`src/rtl/multicycle_ctr.sv`:
```
// multicycle_ctr: main control FSM of the multicycle MIPS CPU (IF/ID/EX/MEM/WB/BR/JMP).
// Define MULTICYCLE_MEMWAIT_EN to honour the mem_ready handshake; otherwise memory is single-cycle.
module multicycle_ctr (
    input  logic       clk,
    input  logic       reset,
    input  logic [5:0] opcode,
    input  logic [5:0] funct,
    input  logic       mem_ready,
    output logic [2:0] ALUop,
    output logic       alu_src,
    output logic       ext_sign,
    output logic       reg_dst,
    output logic       mem_to_reg,
    output logic       reg_write,
    output logic       mem_read,
    output logic       mem_write,
    output logic       ir_write,
    output logic       pc_write,
    output logic       branch,
    output logic       branch_ne,
    output logic       jump,
    output logic       jump_reg,
    output logic       link,
    output logic       illegal,
    output logic [2:0] state
);

    localparam logic [2:0] S_IF  = 3'd0;
    localparam logic [2:0] S_ID  = 3'd1;
    localparam logic [2:0] S_EX  = 3'd2;
    localparam logic [2:0] S_MEM = 3'd3;
    localparam logic [2:0] S_WB  = 3'd4;
    localparam logic [2:0] S_BR  = 3'd5;
    localparam logic [2:0] S_JMP = 3'd6;

    localparam logic [5:0] OP_R     = 6'b000000;
    localparam logic [5:0] OP_J     = 6'b000010;
    localparam logic [5:0] OP_JAL   = 6'b000011;
    localparam logic [5:0] OP_BEQ   = 6'b000100;
    localparam logic [5:0] OP_BNE   = 6'b000101;
    localparam logic [5:0] OP_ADDI  = 6'b001000;
    localparam logic [5:0] OP_SLTI  = 6'b001010;
    localparam logic [5:0] OP_SLTIU = 6'b001011;
    localparam logic [5:0] OP_ANDI  = 6'b001100;
    localparam logic [5:0] OP_ORI   = 6'b001101;
    localparam logic [5:0] OP_LUI   = 6'b001111;
    localparam logic [5:0] OP_LW    = 6'b100011;
    localparam logic [5:0] OP_SW    = 6'b101011;

    localparam logic [5:0] FUNCT_JR = 6'b001000;

    localparam logic [2:0] ALU_ADD   = 3'b000;
    localparam logic [2:0] ALU_SUBU  = 3'b001;
    localparam logic [2:0] ALU_RTYPE = 3'b010;
    localparam logic [2:0] ALU_AND   = 3'b011;
    localparam logic [2:0] ALU_OR    = 3'b100;
    localparam logic [2:0] ALU_LUI   = 3'b101;
    localparam logic [2:0] ALU_SLTU  = 3'b110;
    localparam logic [2:0] ALU_SLT   = 3'b111;

    logic [2:0] state_q;
    logic [2:0] state_d;
    logic [5:0] op_q;
    logic       jr_q;
    logic       mem_rdy;
    logic       id_legal;

    function automatic logic op_legal(input logic [5:0] op);
        case (op)
            OP_R, OP_J, OP_JAL, OP_BEQ, OP_BNE, OP_ADDI, OP_SLTI, OP_SLTIU,
            OP_ANDI, OP_ORI, OP_LUI, OP_LW, OP_SW: op_legal = 1'b1;
            default:                               op_legal = 1'b0;
        endcase
    endfunction

`ifdef MULTICYCLE_MEMWAIT_EN
    assign mem_rdy = mem_ready;
`else
    // Single-cycle memory: the handshake is tied off but the port stays referenced.
    assign mem_rdy = mem_ready | 1'b1;
`endif

    assign id_legal = op_legal(opcode);

    always_comb begin
        state_d = S_IF;
        case (state_q)
            S_IF:  state_d = mem_rdy ? S_ID : S_IF;
            S_ID: begin
                if ((opcode == OP_BEQ) || (opcode == OP_BNE))
                    state_d = S_BR;
                else if ((opcode == OP_J) || (opcode == OP_JAL))
                    state_d = S_JMP;
                else if (!id_legal)
                    state_d = S_IF;
                else
                    state_d = S_EX;
            end
            S_EX: begin
                if ((op_q == OP_LW) || (op_q == OP_SW))
                    state_d = S_MEM;
                else if (jr_q)
                    state_d = S_IF;
                else
                    state_d = S_WB;
            end
            S_MEM: begin
                if (!mem_rdy)
                    state_d = S_MEM;
                else if (op_q == OP_LW)
                    state_d = S_WB;
                else
                    state_d = S_IF;
            end
            default: state_d = S_IF;
        endcase
    end

    // NOTE: state registers use non-blocking assignments so every flop samples pre-edge values.
    always_ff @(posedge clk) begin
        if (reset) begin
            state_q <= S_IF;
            op_q    <= 6'd0;
            jr_q    <= 1'b0;
        end else begin
            state_q <= state_d;
            if (state_q == S_ID) begin
                op_q <= opcode;
                jr_q <= (opcode == OP_R) && (funct == FUNCT_JR);
            end
        end
    end

    // Moore outputs from state/op_q; reset masks them combinationally so
    // in-flight writes drop in the very cycle reset rises.
    always_comb begin
        // NOTE: every output gets a default first so no path through the case infers a latch.
        ALUop      = ALU_ADD;
        alu_src    = 1'b0;
        ext_sign   = 1'b0;
        reg_dst    = 1'b0;
        mem_to_reg = 1'b0;
        reg_write  = 1'b0;
        mem_read   = 1'b0;
        mem_write  = 1'b0;
        ir_write   = 1'b0;
        pc_write   = 1'b0;
        branch     = 1'b0;
        branch_ne  = 1'b0;
        jump       = 1'b0;
        jump_reg   = 1'b0;
        link       = 1'b0;
        illegal    = 1'b0;
        state      = S_IF;
        if (!reset) begin
            state = state_q;
            case (state_q)
                S_IF: begin
                    mem_read = 1'b1;
                    ir_write = mem_rdy;
                    pc_write = mem_rdy;
                end
                S_ID: illegal = !id_legal;
                S_EX: begin
                    case (op_q)
                        OP_R:                 ALUop = ALU_RTYPE;
                        OP_ANDI:              ALUop = ALU_AND;
                        OP_ORI:               ALUop = ALU_OR;
                        OP_LUI:               ALUop = ALU_LUI;
                        OP_SLTIU:             ALUop = ALU_SLTU;
                        OP_SLTI:              ALUop = ALU_SLT;
                        default:              ALUop = ALU_ADD;
                    endcase
                    alu_src  = (op_q != OP_R);
                    ext_sign = (op_q == OP_ADDI) || (op_q == OP_SLTI) || (op_q == OP_SLTIU) ||
                               (op_q == OP_LW)   || (op_q == OP_SW);
                    pc_write = jr_q;
                    jump_reg = jr_q;
                end
                S_MEM: begin
                    mem_read  = (op_q == OP_LW);
                    mem_write = (op_q == OP_SW);
                end
                S_WB: begin
                    reg_write  = 1'b1;
                    reg_dst    = (op_q == OP_R);
                    mem_to_reg = (op_q == OP_LW);
                end
                S_BR: begin
                    ALUop     = ALU_SUBU;
                    branch    = 1'b1;
                    branch_ne = (op_q == OP_BNE);
                end
                S_JMP: begin
                    pc_write  = 1'b1;
                    jump      = 1'b1;
                    link      = (op_q == OP_JAL);
                    reg_write = (op_q == OP_JAL);
                end
                default: ;
            endcase
        end
    end

endmodule

```
`config.mk`:
```
export PLATFORM = sky130hd
export DESIGN_NAME = multicycle_ctr
export DESIGN_NICKNAME = d
export VERILOG_FILES = /design/src/rtl/multicycle_ctr.sv
export SDC_FILE = /design/constraint.sdc
export NUM_CORES = 1
export LEC_CHECK = 0
export ABC_CLOCK_PERIOD_IN_PS = 1800
export BUFFER_PORTS_ARGS = -buffer_cell sky130_fd_sc_hd__buf_4
export CELL_PAD_IN_SITES_DETAIL_PLACEMENT = 1
export CELL_PAD_IN_SITES_GLOBAL_PLACEMENT = 2
export CORE_ASPECT_RATIO = 2
export CORE_MARGIN = 5
export CORE_UTILIZATION = 23
export CTS_CLUSTER_SIZE = 8
export DETAILED_ROUTE_END_ITERATION = 10
export GPL_TIMING_DRIVEN = 0
export PLACE_DENSITY_LB_ADDON = 0.1
export SLEW_MARGIN = 20
export SYNTH_ARGS = -nofsm -noshare
export SYNTH_HDL_FRONTEND = slang
export SYNTH_SLANG_ARGS = --single-unit
```
`constraint.sdc`:
```
create_clock -name clk -period 1.8 [get_ports clk]
set_clock_uncertainty 0.15 [all_clocks]
set_input_delay 0.18 -clock clk [delete_from_list [all_inputs] [get_ports clk]]
set_output_delay 0.18 -clock clk [all_outputs]
set_load 0.01 [all_outputs]
```
==> results of run 1 <==
[final cells by class]
type,count,area [um^2]
fill,440,1961
multi-input combinational,93,659.4
timing repair buffer,49,382.9
sequential,10,211.5
buffer,9,68.82
tap,48,60.06
clock buffer,4,55.05
inverter,4,17.52
[worst min-delay path, stage by stage]
cell and delay, ns:
buf_4 0.13, nand2_1 0.05, a21oi_1 0.05
[flip-flops by register name (all words and copies together), names as in the netlist]
register,flops
op_q,6
state_q,3
jr_q,1
[cell usage in the layout (no fill, tap or decap), types with 3 or more instances in the layout]
cell,Yosys,layout
nor2_1,10,9
inv_1,4,3
dfxtp_1,10,3
buf_6,1,6
buf_4,0,47
clkbuf_8,0,4
nor3_1,7,5
a21oi_1,12,11
dfxtp_2,0,6
nand2_1,18,18
clkbuf_1,6,3
nor4_1,5,3
[how the worst max path moves through the flow]
| stage | end | cells past startpoint |
|---|---|---|
| 5_1_grt | reg_dst | 4 |
| 3_5_place_dp | mem_read | 6 |
| 4_1_cts | alu_src | 5 |
| 3_3_place_gp | mem_to_reg | 5 |
| 6_report | alu_src | 4 |
| 2_1_floorplan | ext_sign | 6 |
[per-stage QoR]
step / utilization (%) / hold WS [ns] / total power, uW
floorplan: - / 0.1660 / 361.8
global placement: 32.75 / 0.3099 / 429.3
detailed placement: 32.75 / 0.3224 / 435.2
CTS: 40.15 / 0.06769 / 762.9
global route: 42.60 / 0.07150 / 809.6
finish: 42.60 / 0.06684 / 762.0
[routing by layer]
layer	share of wire [%]	GRT usage, %	up-vias
li1	-	-	525
met1	37	14.16	509
met2	57	27.73	29
met3	4.4	1.272	5
met4	1.5	5.252	0
met5	0	0	-
[power breakdown]
group | total [uW] | switching, uW | leakage, uW | internal (uW)
registers | 249 | 13.3 | 0.0000851 | 235
clock network | 281 | 88.3 | 0.0000288 | 192
logic | 233 | 121 | 0.000481 | 112
total | 762 | 222 | 0.000595 | 540
[what timing repair did]
action / CTS / global route
gates resized for setup: 32 / 20
pin swaps: 10 / 6
endpoints found under the setup margin: 17 / 14
buffers inserted: 13 / 4
[kinds of logic (layout without fill, tap and decap cells)]
kind of cell	after synthesis	in the layout	synth area share, %
AOI/OAI and AO/OA	24	24	18.00
xor gates and xnor gates	2	2	2.154
buffers and inverters	15	66	8.461
DFF	10	10	24.62
muxes	1	1	1.231
and+or+nand+nor	66	66	45.54
==> results.ini, run 1 <==
[clock_network]
cts_buffer_depth = 2
htreeDepth = 1
path_clk_slew_ns = 0.05
cts_tree = built
cts_buffers = 3
postCtsHoldBufs = 0
clock-sinks = 10
clock_latency_ns = 0.24
cts-root-buf = clkbuf_8

[floorplan]
start_util_pct = 23.81
die_x_um = 52.05
placementRows = 30
fp.dieH_um = 94.10
core_mm2 = 0.003416
dieArea_mm2 = 0.004897
ios = 36

[setup_path]
r2r-end = state_q[1]$_SDFF_PP0_
required_ns = 1.47
startpoint = op_q[5]$_SDFFE_PP0P_
reg2reg_from = state_q[1]$_SDFF_PP0_
crit_family = simple AND/OR/NAND/NOR gates
worstRegToRegCells = 7
worst-path-buf-inv = 1
crit_type = flip-flop to output pin
crit_path_max_incr_delay_ns = 0.44
cpMaxStageDelayCell = or4_4
cp_max_fo = 6
cp_data_arrival_time_ns = 1.69
cp-start-kind = flip-flop
rrSetupSlack_ns = 0.17
path_cells = or3_4 > or4_4 > and2_4 > buf_6
end_kind = output pin

[detailed_routing]
vias = 1068
ant_nets = 0
drc = 0
drt_iter0_markers = 17
routed_wl_mm = 3.228
first_pass_iters = 3
wl_per_cell_um = 14.88
vias_per_cell = 4.922

[synthesis]
syn_nets = 133
ys_ff_latch = 10
syn_avg_cell_area_um2 = 6.892
synth_edf_count = 0
synth_top_area_cell = dfxtp_1
yosysMostFrequentCell = nand2_1
synth_top_area_share_pct = 24.62
syn_inst = 118
synth_ff_type = dfxtp_1
synth.yosys.seq_area_share_pct = 24.62
synth_warnings = 0
ys_types = 39
yosys-top-cells-count = nand2_1 (18), a21oi_1 (12), dfxtp_1 (10), nor2_1 (10), nor3_1 (7)
yosys-top-cells-area = dfxtp_1 (25%), nand2_1 (8.3%), a21oi_1 (7.4%)
async_flop_share_pct = 0
synthesis.area_um2 = 813.3

[global_route]
grt_start_max_net_pins = 11
grt_overflow = 0
track_usage_pct = 14.05
antenna_found_initial = 0
grt_pass1_vias = 1102
grt_pass1_wl_mm = 5.147

[sta]
period_share_pct = 112.4
slew_violations = 0
worst-slew-pin-transition_ns = 0.5538
setup_viol = 9
clock.fmax_mhz = 494.3
rsz0062_at_grt = true
final.setup.tns_ns = -0.7193
fin_ws_ns = -0.2231
hold_violations = 0
relSlewSlack_pct = 63.08
period_needed_ns = 2.023

[pwr]
peakVddDrop_mv = 0.5118
p_leak_uw = 0.0005951
p_per_area_mw_per_mm2 = 523.7

[placed_design]
port_buffers = 32
dp.cells = 198
gp_congestion = 0.7187
place_ws_ns = -0.2088
dpl_cell_area_mm2 = 0.001119
hpwl_mm = 2.333

[outcome]
status = finished with violations
violations = setup timing

[hold_path]
hold_path.class = primary input to flip-flop
min_to = op_q[3]$_SDFFE_PP0P_
worst_hold_path.num_cells = 3
hp-start = opcode[3]

[layout]
stdcell_count = 217
area.growth.synth_to_final_pct = 78.92
drive_gt1_share_pct = 51.48
fin_nets = 185
diodes = 0
final_cell_area_mm2 = 0.001455

[run]
max_cap_viol_count = 0

(Power assumes the default switching activity.)
==> run 2, diff against run 1 <==
--- a/config.mk
+++ b/config.mk
@@ -7,7 +7,7 @@
 export LEC_CHECK = 0
 export ABC_CLOCK_PERIOD_IN_PS = 1800
 export BUFFER_PORTS_ARGS = -buffer_cell sky130_fd_sc_hd__buf_4
-export CELL_PAD_IN_SITES_DETAIL_PLACEMENT = 1
+export CELL_PAD_IN_SITES_DETAIL_PLACEMENT = 0
 export CELL_PAD_IN_SITES_GLOBAL_PLACEMENT = 2
 export CORE_ASPECT_RATIO = 2
 export CORE_MARGIN = 5
==> constraint.sdc (replaced) <==
create_clock -name clk -period 1.8 [get_ports clk]
set_clock_uncertainty 0.15 [all_clocks]
set_input_delay 0.18 -clock clk [delete_from_list [all_inputs] [get_ports clk]]
set_output_delay 0.18 -clock clk [all_outputs]
set_load 0.1 [all_outputs]
==> run 2 against run 1 <==
Against the previous run: highest routed layer unchanged; the run still ends with setup timing left; largest power group is now combinational logic; worst hold slack better by 0.0014 ns; fmax fell by 3.4%; combinational power is 56% higher.
==> results.ini, run 2 (same netlist as run 1, synthesis figures left out) <==
[setup_path]
path_cells = or3_4 > or4_4 > nor3_4 > buf_12
required_ns = 1.47  ; about the same
crit_type = flip-flop to output pin
cp_max_fo = 4  ; -2
end_kind = output pin
worstRegToRegCells = 7  ; unchanged
cp-start-kind = flip-flop
cp_data_arrival_time_ns = 1.77  ; +0.08 ns
crit_cells = 4  ; unchanged
crit_family = simple AND/OR/NAND/NOR gates
cpMaxStageDelayCell = or4_4
crit_path_max_incr_delay_ns = 0.44  ; about the same
worst-path-buf-inv = 1  ; unchanged

[hold_path]
hold_path.class = primary input to flip-flop
worst_hold_path.num_cells = 3  ; unchanged

[outcome]
violations = setup timing
status = finished with violations

[sta]
fin_ws_ns = -0.2953  ; -0.07220 ns
relSlewSlack_pct = 55.13  ; -7.9 points
period_needed_ns = 2.095  ; +0.07220 ns
clock.fmax_mhz = 477.3  ; -3.4%
setup_viol = 13  ; +4
period_share_pct = 116.4  ; +4.0 points
slew_violations = 0  ; unchanged
hold_violations = 0  ; unchanged
worst-slew-pin-transition_ns = 0.6730  ; +0.1192 ns
rsz0062_at_grt = true

[floorplan]
core_mm2 = 0.003416  ; unchanged
fp.dieH_um = 94.10  ; unchanged
placementRows = 30  ; unchanged
ios = 36  ; unchanged
start_util_pct = 23.81  ; unchanged
die_x_um = 52.05  ; unchanged
dieArea_mm2 = 0.004897  ; unchanged

[placed_design]
place_ws_ns = -0.5285  ; -0.3197 ns
hpwl_mm = 2.216  ; -5.0%
port_buffers = 32  ; unchanged
dpl_cell_area_mm2 = 0.001370  ; +22%
dp.cells = 198  ; unchanged
gp_congestion = 0.7610  ; +5.9%

[layout]
largest_reg_flops = 6  ; unchanged
ff_latch_area_um2 = 217.7  ; +3.0%
final_cell_area_mm2 = 0.001819  ; +25%
multiInputGateArea_um2 = 807.0  ; +22%
mostFrequentLayoutCell = buf_4
fill_cells = 335  ; -24%
drive_gt1_share_pct = 62.21  ; +11 points
fin_nets = 188  ; +1.6%
stdcell_count = 220  ; +1.4%
diodes = 0  ; unchanged
final_cell_mix = buf_4 (34), nand2_1 (17), a21oi_1 (10), buf_12 (10), buf_6 (9)
reg_top3 = op_q x6, state_q x3, jr_q x1
max_flop_register = op_q
finalCoreUtilization_pct = 53.26  ; +11 points
area.growth.synth_to_final_pct = 123.7

[pwr]
p_int_uw = 575.6  ; +6.6%
p_leak_uw = 0.0006680  ; +12%
p_sw_uw = 310.0  ; +39%
power_frac_clock_pct = 30.9  ; -5.9 points
p_per_area_mw_per_mm2 = 486.8  ; -7.0%
combPwrFrac_pct = 41.1  ; +11 points
p_seq_share_pct = 28.1  ; -4.5 points
switching_share_pct = 35.00  ; +5.8 points
peakVddDrop_mv = 0.3564  ; -30%

[detailed_routing]
vias_per_cell = 4.864  ; -1.2%
routed_wl_mm = 3.147  ; -2.5%
wl_per_cell_um = 14.30  ; -3.8%
vias = 1070  ; +0.19%
ant_nets = 0  ; unchanged
first_pass_iters = 4  ; +1
drt_iter0_markers = 21  ; +4
drc = 0  ; unchanged

[global_route]
grt_pass1_wl_mm = 4.954  ; -3.7%
antenna_found_initial = 0  ; unchanged
use_met1_pct = 13.51  ; -0.66 points
track_usage_pct = 13.13  ; -0.91 points
grt_pass1_vias = 1120  ; +1.6%
grt_util_met2_pct = 25.63  ; -2.1 points
grt_overflow = 0  ; unchanged
grt_start_max_net_pins = 11  ; unchanged
use_met3_pct = 1.431  ; +0.16 points
grt-busiest-layer = met2

[clock_network]
cts_buffers = 3  ; unchanged
clock_latency_ns = 0.23  ; about the same
cts_buffer_depth = 2  ; unchanged
cts_tree = built
clock-sinks = 10  ; unchanged
cts-root-buf = clkbuf_8
htreeDepth = 1  ; unchanged
path_clk_slew_ns = 0.05  ; about the same

[run]
max_cap_viol_count = 0  ; unchanged

[run 2: tightest hold or removal path, delay by kind of cell]
family / cells / cell delay [ns]
AO/OA/AOI/OAI: 1 / 0.05
buffers and inverters: 1 / 0.12
AND/OR/NAND/NOR: 1 / 0.05
[run 2: per-layer routing]
layer  part of all wire (%)  routed length, um
met3                    3.3                105
met1                     36               1148
met2                     59               1860
met5                      0                  0
met4                    1.0                 32
[run 2: timing repair]
item | CTS | global route
pin swaps | 11 | 13
setup endpoints to repair | 19 | 15
hold buffers | 0 | 0
setup buffers | 14 | 9
gates resized for setup | 56 | 21
[run 2: layout make-up]
type | instances | area share (%)
Buffer | 6 | 3.783
Clock buffer | 4 | 3.026
Inverter | 4 | 1.307
Multi-Input combinational cell | 93 | 44.36
Sequential cell | 10 | 11.97
Tap cell | 48 | 3.301
Timing Repair Buffer | 55 | 32.26
[run 2: through the flow]
step | hold WS [ns] | setup TNS [ns] | total power [uW]
after floorplan | 0.1660 | -7.237 | 484.3
after global placement | 0.3083 | -4.225 | 551.8
after detailed placement | 0.3141 | -4.382 | 554.5
after CTS | 0.06830 | -2.440 | 879.4
after global routing | 0.08086 | -3.017 | 931.2
final | 0.06821 | -2.132 | 885.5
[run 2: power by group through the flow]
stage | registers (uW) | clock network (uW) | logic (uW)
after floorplan | 247 | 0 | 238
after global placement | 248 | 0 | 304
after detailed placement | 249 | 0 | 306
after CTS | 248 | 279 | 352
after global routing | 250 | 295 | 386
final | 249 | 273 | 364
[run 2: worst paths after layout]
kind                                               to  slack [ns]                  from
worst min-delay path             op_q[3]$_SDFFE_PP0P_        0.07             opcode[3]
worst min register to register      jr_q$_SDFFE_PP0P_        0.34     jr_q$_SDFFE_PP0P_
worst max register to register  state_q[2]$_SDFF_PP0_        0.01  op_q[2]$_SDFFE_PP0P_
worst max-delay path                          reg_dst       -0.30  op_q[5]$_SDFFE_PP0P_
